$ cat src/rtl/storage_arbiter.sv
// Round-robin arbiter between instruction fetch and data ports in front of storage_controller.
// One access in flight at a time; each access is bounded by a timeout and answered with a one-cycle rvalid.
module storage_arbiter #(
    parameter logic [31:0] EXT_BASE       = 32'h0000_1000,
    parameter int          TIMEOUT_CYCLES = 1024,
    parameter int          MEM_W          = 32
) (
    input  logic               clk,
    input  logic               rst,
    input  logic               if_req_i,
    input  logic [31:0]        if_addr_i,
    output logic               if_gnt_o,
    output logic               if_rvalid_o,
    output logic [MEM_W-1:0]   if_rdata_o,
    output logic               if_err_o,
    input  logic               d_req_i,
    input  logic               d_we_i,
    input  logic [MEM_W/8-1:0] d_be_i,
    input  logic [31:0]        d_addr_i,
    input  logic [MEM_W-1:0]   d_wdata_i,
    output logic               d_gnt_o,
    output logic               d_rvalid_o,
    output logic [MEM_W-1:0]   d_rdata_o,
    output logic               d_err_o,
    input  logic               programming_mode_i,
    output logic               mem_access_o,
    output logic               mem_is_writing_o,
    output logic [31:0]        mem_addr_o,
    output logic [MEM_W-1:0]   mem_d_in_o,
    output logic [MEM_W/8-1:0] mem_be_o,
    output logic               mem_ext_o,
    input  logic [MEM_W-1:0]   mem_d_out_i,
    input  logic               mem_out_valid_i
);

    localparam int BE_W  = MEM_W / 8;
    localparam int CNT_W = $clog2(TIMEOUT_CYCLES);
    localparam logic [CNT_W-1:0] CNT_LIMIT = CNT_W'(TIMEOUT_CYCLES - 1);

    typedef enum logic [1:0] {
        ST_IDLE  = 2'd0,
        ST_ISSUE = 2'd1,
        ST_RESP  = 2'd2
    } state_t;

    // Owner encoding doubles as the per-port index: 0 = fetch, 1 = data.
    state_t             r_state;
    logic               r_owner;
    logic               r_last_owner;
    logic [31:0]        r_addr;
    logic               r_we;
    logic [BE_W-1:0]    r_be;
    logic [MEM_W-1:0]   r_wdata;
    logic               r_ext;
    logic [CNT_W-1:0]   r_cnt;
    logic               r_err;

    logic               w_can_grant;
    logic               w_d_win;
    logic               w_if_win;
    logic [31:0]        w_gnt_addr;
    logic               w_issue;
    logic               w_done;
    logic               w_rvalid [2];
    logic [MEM_W-1:0]   w_rdata  [2];

    // On a tie the port that did not own the previous access wins.
    assign w_can_grant = (r_state == ST_IDLE) && !programming_mode_i && !rst;
    assign w_d_win     = w_can_grant && d_req_i && (!if_req_i || (r_last_owner == 1'b0));
    assign w_if_win    = w_can_grant && if_req_i && !w_d_win;
    assign w_gnt_addr  = w_d_win ? d_addr_i : if_addr_i;

    assign w_issue = (r_state == ST_ISSUE);
    assign w_done  = w_issue && (mem_out_valid_i || (r_cnt == CNT_LIMIT));

    always_ff @(posedge clk) begin
        if (rst) begin
            r_state      <= ST_IDLE;
            r_owner      <= 1'b0;
            r_last_owner <= 1'b0;
            r_addr       <= '0;
            r_we         <= 1'b0;
            r_be         <= '0;
            r_wdata      <= '0;
            r_ext        <= 1'b0;
            r_cnt        <= '0;
            r_err        <= 1'b0;
        end else begin
            case (r_state)
                ST_IDLE: begin
                    if (w_if_win || w_d_win) begin
                        r_state <= ST_ISSUE;
                        r_owner <= w_d_win;
                        r_addr  <= w_gnt_addr;
                        r_we    <= w_d_win && d_we_i;
                        r_be    <= w_d_win ? d_be_i : {BE_W{1'b1}};
                        r_wdata <= w_d_win ? d_wdata_i : '0;
                        r_ext   <= (w_gnt_addr >= EXT_BASE);
                        r_cnt   <= '0;
                    end
                end
                ST_ISSUE: begin
                    // A valid arriving on the limit cycle takes priority over the timeout.
                    if (mem_out_valid_i) begin
                        r_err   <= 1'b0;
                        r_state <= ST_RESP;
                    end else if (r_cnt == CNT_LIMIT) begin
                        r_err   <= 1'b1;
                        r_state <= ST_RESP;
                    end else begin
                        r_cnt <= r_cnt + 1'b1;
                    end
                end
                ST_RESP: begin
                    r_last_owner <= r_owner;
                    r_state      <= ST_IDLE;
                end
                default: r_state <= ST_IDLE;
            endcase
        end
    end

    // Each port keeps its own read-data register so it holds between responses.
    for (genvar gi = 0; gi < 2; gi++) begin : g_port
        logic [MEM_W-1:0] r_rdata;

        always_ff @(posedge clk) begin
            if (rst) begin
                r_rdata <= '0;
            end else if (w_done && (r_owner == 1'(gi))) begin
                r_rdata <= mem_out_valid_i ? mem_d_out_i : '0;
            end
        end

        assign w_rdata[gi]  = r_rdata;
        assign w_rvalid[gi] = (r_state == ST_RESP) && (r_owner == 1'(gi));
    end

    assign if_gnt_o    = w_if_win;
    assign if_rvalid_o = w_rvalid[0];
    assign if_rdata_o  = w_rdata[0];
    assign if_err_o    = w_rvalid[0] && r_err;

    assign d_gnt_o     = w_d_win;
    assign d_rvalid_o  = w_rvalid[1];
    assign d_rdata_o   = w_rdata[1];
    assign d_err_o     = w_rvalid[1] && r_err;

    assign mem_access_o     = w_issue;
    assign mem_is_writing_o = w_issue && r_we;
    assign mem_addr_o       = w_issue ? r_addr  : '0;
    assign mem_d_in_o       = w_issue ? r_wdata : '0;
    assign mem_be_o         = w_issue ? r_be    : '0;
    assign mem_ext_o        = w_issue && r_ext;

endmodule

$ cat config.mk
export PLATFORM = sky130hd
export DESIGN_NAME = storage_arbiter
export DESIGN_NICKNAME = d
export VERILOG_FILES = /design/src/rtl/storage_arbiter.sv
export SDC_FILE = /design/constraint.sdc
export NUM_CORES = 1
export LEC_CHECK = 0
export ABC_AREA = 1
export CAP_MARGIN = 20
export CORE_ASPECT_RATIO = 1.1
export CORE_MARGIN = 2
export CORE_UTILIZATION = 39
export DETAILED_ROUTE_END_ITERATION = 6
export MAX_ROUTING_LAYER = met4
export PLACE_DENSITY = 0.74
export SLEW_MARGIN = 40
export SYNTH_ARGS = -nofsm -noshare
export SYNTH_HDL_FRONTEND = slang
export SYNTH_SLANG_ARGS = --single-unit
$ cat constraint.sdc
create_clock -name clk -period 1.5 [get_ports clk]
set_input_delay 0.225 -clock clk [delete_from_list [all_inputs] [get_ports clk]]
set_output_delay 0.225 -clock clk [all_outputs]
set_load 0.1 [all_outputs]
* Word level (Yosys, flattened, before mapping)
Cells that the tools add are included.
** Word-level totals
- Register bits :: 149
- Bits in latches :: 0
- RAM bits :: 0
- ROM bits :: 0
- Bits of input ports :: 139
- Memories :: 0
** Cells by class
- Add/sub/neg operators :: 1
- Multiply operators :: 0
- Divide/modulo/power cells :: 0
- Order comparisons :: 1
- Equality and inequality tests :: 7
- Shift-type cells :: 0
- Muxes and demuxes :: 17
- Bitwise operators :: 2
- Reductions and logical operators :: 30
** Operator list (number)
- $mux 32 :: 5
- $ge 32x13->1 const B :: 1
- $mux 10 :: 3
- $pmux 10 s2 :: 1
- $logic_and 1x1->1 :: 16
- $add 10x1->10 const B :: 1
- $eq 10x10->1 const B :: 1
- $mux 4 :: 2
- $mux 2 :: 3
- $reduce_and 2->1 :: 3
- $logic_not 1->1 :: 4
- $ne 2x2->1 const B :: 2
- $pmux 2 s2 :: 1
- $reduce_and 4->1 :: 1
- $reduce_bool 2->1 :: 2
- $logic_or 1x1->1 :: 3
- $ne 3x2->1 const B :: 1
- $eq 2x1->1 const B :: 1
- $eq 2x2->1 const B :: 1
- $logic_not 2->1 :: 1
- $mux 1 :: 2
- $ne 2x1->1 const B :: 1
- $not 1->1 :: 2

* Logic depth before layout (Yosys ltp)
- Depth in word-level cells :: 10
- Depth in mapped cells :: 13

* Least setup slack after synthesis
Ideal clock, no wire load.
- Kind :: register -> output
- Start :: register r_state[0]
- End :: output mem_addr_o[0]
- Arrival time :: 3.730 ns
- Required time :: 1.275 ns
- Path slack :: -2.455 ns
- Stages on the path, launching flop included :: 7
- Buffers on the path :: 2
- Cells stage by stage :: dfxtp_1 -> inv_1 -> nor2_1 -> inv_1 -> clkbuf_1 -> clkbuf_1 -> nor2_1
** Between the ends
- Cells in the longest elaborated chain, start to end :: 2
** Ends and longest elaborated chain
- start, declared :: RTL line 47 : state_t r_state;
- start signal, assigned :: RTL line 78 : r_state <= ST_IDLE;
- start signal, assigned :: RTL line 92 : r_state <= ST_ISSUE;
- start signal, assigned :: RTL line 106 : r_state <= ST_RESP;
- $eq 2x1->1 :: RTL line 73 : assign w_issue = (r_state == ST_ISSUE);
- via mem_access_o :: RTL line 26 : output logic mem_access_o,
- $mux 32 :: RTL line 151 : assign mem_addr_o = w_issue ? r_addr : '0;
- end, declared :: RTL line 28 : output logic [31:0] mem_addr_o,
The timed path passes the listed nets, and every way through them passes these cells.

* Final worst setup path
- Start :: register r_state[1]
- End :: register r_ext
** Between the ends
- Cells in the longest elaborated chain, start to end :: 9
- Elaborated cells on any way between the ends :: 12
- Classes of those cells :: order compare: 1; mux: 1; reduce/logical: 10
** Ends and longest elaborated chain
- $logic_not 2->1 * :: RTL line 68, 89
- parallel branches: the longest is 8 deep, another holds $ge 32x13->1
- end signal, assigned :: RTL line 98 : r_ext <= (w_gnt_addr >= EXT_BASE);
- end, declared :: RTL line 54 : logic r_ext;
Mark *: on every way between the ends.
A chain may end at the register's enable or synchronous reset.

==> impl_metrics.env <==
export IMPL_run_status="finished with violations"
export IMPL_failed_checks="negative setup slack"
export IMPL_power_per_cell_area_nw_per_um2=733
export IMPL_synth_compound_area_share_pct=14.8
export IMPL_yosysWarningCount=0
export IMPL_synth_seq_cells=149
export IMPL_min_period_over_period_pct=139
export IMPL_post_synth_xor_area_fraction_pct=0.396
export IMPL_placement_rows=50
export IMPL_post_route_cell_area_um2=15800
export IMPL_synth_area_leaders="dfxtp_1 45%, nand2_1 12%, inv_1 7.1%, nor2_1 6.9%, o21ai_0 5.4%"
export IMPL_num_antenna_cells=0
export IMPL_floorplan_die_width_um=128
export IMPL_antenna_found_initial=0
export IMPL_clockBufferDepth=2
export IMPL_design_die_area_um2=18100
export IMPL_hpwlAfterDp_um=18300
export IMPL_grt_setup_unrepaired="true"
export IMPL_tritoncts="yes"
export IMPL_clock_skew_ns=0.0106
export IMPL_synth_cells=942
export IMPL_num_nets_final=1473
export IMPL_timing_max_transition_violations_final=0
export IMPL_number_of_clock_buffers_inserted_by_tritoncts=17
export IMPL_synthMuxAreaShare_pct=0
export IMPL_detail_route_first_pass_iterations=5
export IMPL_timing_critical_path_fanout_max=5
export IMPL_timing_max_cap_violations=0
export IMPL_fraction_of_layout_cells_with_a_size_suffix_above_1_pct=53.4
export IMPL_cp_end_kind="flop"
export IMPL_wl_um=42700
export IMPL_leakagePower_nw=5.95
export IMPL_crit_arrival_ns=2.42
export IMPL_maxSlewHeadroom_pct=50.1
export IMPL_synth_cell_area_um2=6640
export IMPL_post_synth_and_or_nand_nor_area_fraction_pct=27.9
export IMPL_wire_per_inst_um=27.5
export IMPL_design_portCount=280
export IMPL_detailroute_via_count=9250
export IMPL_ctsRootBufferMaster="clkbuf_16"
export IMPL_route_antenna_remaining_nets=0
export IMPL_max_freq_mhz=480
export IMPL_clk_insertion_delay_late_ns=0.44
export IMPL_timing_worst_slew_pin_value_ns=0.749
export IMPL_final_hold_viol_count=0
export IMPL_grt_first_pass_wirelength_um=51600
export IMPL_groute_usage_overall_pct=38.6
export IMPL_ir_worst_vdd_uv=845
export IMPL_synth_top_family_by_area="simple AND/OR/NAND/NOR gates"
export IMPL_clk_transition_reported_paths_ns=0.06
export IMPL_via_count_of_the_first_global_routing_pass=9046
export IMPL_worst_setup_path_type="reg2reg"
export IMPL_syn_num_nets=1082
export IMPL_route_detailed_drc=0
export IMPL_power_total_mw=11.6
export IMPL_postSynthAreaPerCell_um2=7.05
export IMPL_path_class_of_the_lowest_slack_min_delay_path="in2reg"
export IMPL_fin_crit_ns=2.08
export IMPL_start_util_pct=39.5
export IMPL_design_core_area_um2=16800
export IMPL_synth_largest_area_cell="dfxtp_1"
export IMPL_final_setup_viol_count=225
export IMPL_global_route_overflow_total=0
export IMPL_critical_path_startpoint_type="flop"
export IMPL_fin_setup_tns_ns=-80.33
export IMPL_die_boundary_height_um=141
export IMPL_h_tree_depth=4
export IMPL_seq_area_frac_synth_pct=44.9
export IMPL_area_delta_synth_final_pct=138
export IMPL_fillers=474
export IMPL_synth_top_cell_area_share_pct=44.9
export IMPL_placed_area_um2=12200
export IMPL_port_buffers=279
export IMPL_worstPathRequired_ns=1.83
export IMPL_cts_sink_count=149
export IMPL_layout_setup_ws_ns=-0.583
export IMPL_fin_hold_ws_ns=0.360
export IMPL_synth_adder_area_share_pct=0.188
export IMPL_routed_via_density=5.95
export IMPL_grt_start_max_net_pins=36
export IMPL_routabilityCongestion=0.944
export IMPL_detailedRoute_firstIterationViolations=756
export IMPL_synth_cell_type_count=31
repair_timing:
action | in CTS | in global routing
hold endpoints to repair | 0 | 0
gates resized for setup | 251 | 296
buffers inserted | 39 | 29
hold buffers | 0 | 0
pin swaps | 77 | 62
cloned | 20 | 9
setup endpoints to repair | 171 | 225
placed cells by master, fill, tap and decap left out, types with 3 or more instances in the layout:
master,synthesis,final
clkdlybuf4s50_1,0,137
clkinvlp_4,0,4
bufinv_16,0,3
buf_6,5,27
nand2_2,2,19
nor2_4,1,78
clkinv_2,0,4
nand3_4,0,21
a21oi_1,62,6
buf_16,0,12
o21ai_2,0,40
nand3_1,54,18
buf_8,0,13
inv_2,2,3
dfxtp_2,0,5
a21oi_2,17,67
o21ai_0,71,15
nand3_2,20,35
dfxtp_1,149,143
inv_6,0,3
buf_12,0,172
inv_1,125,120
clkbuf_16,0,26
o32ai_2,0,10
nor2_2,1,13
nand2_8,0,6
nor3_4,1,4
buf_4,2,62
xor2_1,3,3
a21oi_4,1,7
nor2_1,122,33
nand2_1,220,127
nand2_4,0,71
o21ai_1,0,15
per-stage QoR:
step / cells / setup WS [ns] / util [%]
2_1_floorplan: 942 / -1.41 / -
3_3_place_gp: 1447 / -0.333 / 72.5
3_5_place_dp: 1447 / -0.406 / 72.5
4_1_cts: 1533 / -0.457 / 86.9
5_1_grt: 1554 / -0.642 / 93.9
6_report: 1554 / -0.583 / 93.9
state kept, by name (all words and copies together), names as in the netlist:
signal and cells:
d_rdata_o 32, if_rdata_o 32, r_addr 32, r_be 4, r_cnt 10, r_err 1, r_ext 1, r_last_owner 1
r_owner 1, r_state 2, r_wdata 32, r_we 1
report_power, final:
group	leakage, nW	internal, mW	switching, mW
clock network	0.279	2.61	1.94
logic	4.45	1.21	1.64
registers	1.21	4.11	0.0796
total	5.95	7.93	3.66
cell usage after synthesis, drive strengths merged:
cell and number:
a21oi 80, clkbuf 34, o21bai 3, buf 28, o21ai 71, ha 1
nand2 222, o22ai 3, nand3 74, nand4 3, nor3 5, xor2 3
inv 127, nor2 124, dfxtp 149, o32ai 12, clkinv 1, a211oi 1
nor4 1
area by class of cell:
cell class | count | area, µm² | share of cell area, %
clock buffers | 19 | 433 | 2.74
clock inverters | 13 | 158 | 0.997
inverters | 128 | 518 | 3.28
multi-input cells | 604 | 5100 | 32.3
flip-flops and latches | 149 | 2990 | 18.9
well taps | 208 | 260 | 1.65
repair buffers | 433 | 6340 | 40.1
per-layer routing:
metal  wire, µm  share of wire [%]  global-route usage [%]
met1      13800                 32                    39.1
met2      20900                 49                    67.1
met3       4010                9.4                    11.0
met4       3980                9.3                    20.8
met5          0                  0                       -
worst paths after layout:
check / slack [ns] / end / start / cells after the start
setup / recovery: -0.58 / r_ext / r_state[1] / 13
hold / removal: 0.36 / r_wdata[24] / d_wdata_i[24] / 3
setup reg to reg: -0.58 / r_ext / r_state[1] / 13
hold reg to reg: 0.52 / r_be[0] / r_be[0] / 2
cell families (layout without fill, tap and decap cells):
group / count (synthesis) / after routing
xor+xnor: 3 / 3
flops: 149 / 149
compound gates: 170 / 170
simple gates: 429 / 430
buf+inv: 190 / 593
fa+ha+maj: 1 / 1
worst max-delay path, cell delays in order, from the launching register on:
cell and delay, ns:
dfxtp_4 0.35, buf_4 0.13, nor2_4 0.11, nand2_4 0.09, buf_4 0.16, clkbuf_16 0.14, o21ai_0 0.26, nand2_1 0.18
nor2_1 0.12, nand2_1 0.06, nor2_1 0.15, nand3_1 0.11, nand2_1 0.07, inv_1 0.04
(Power assumes the default switching activity.)
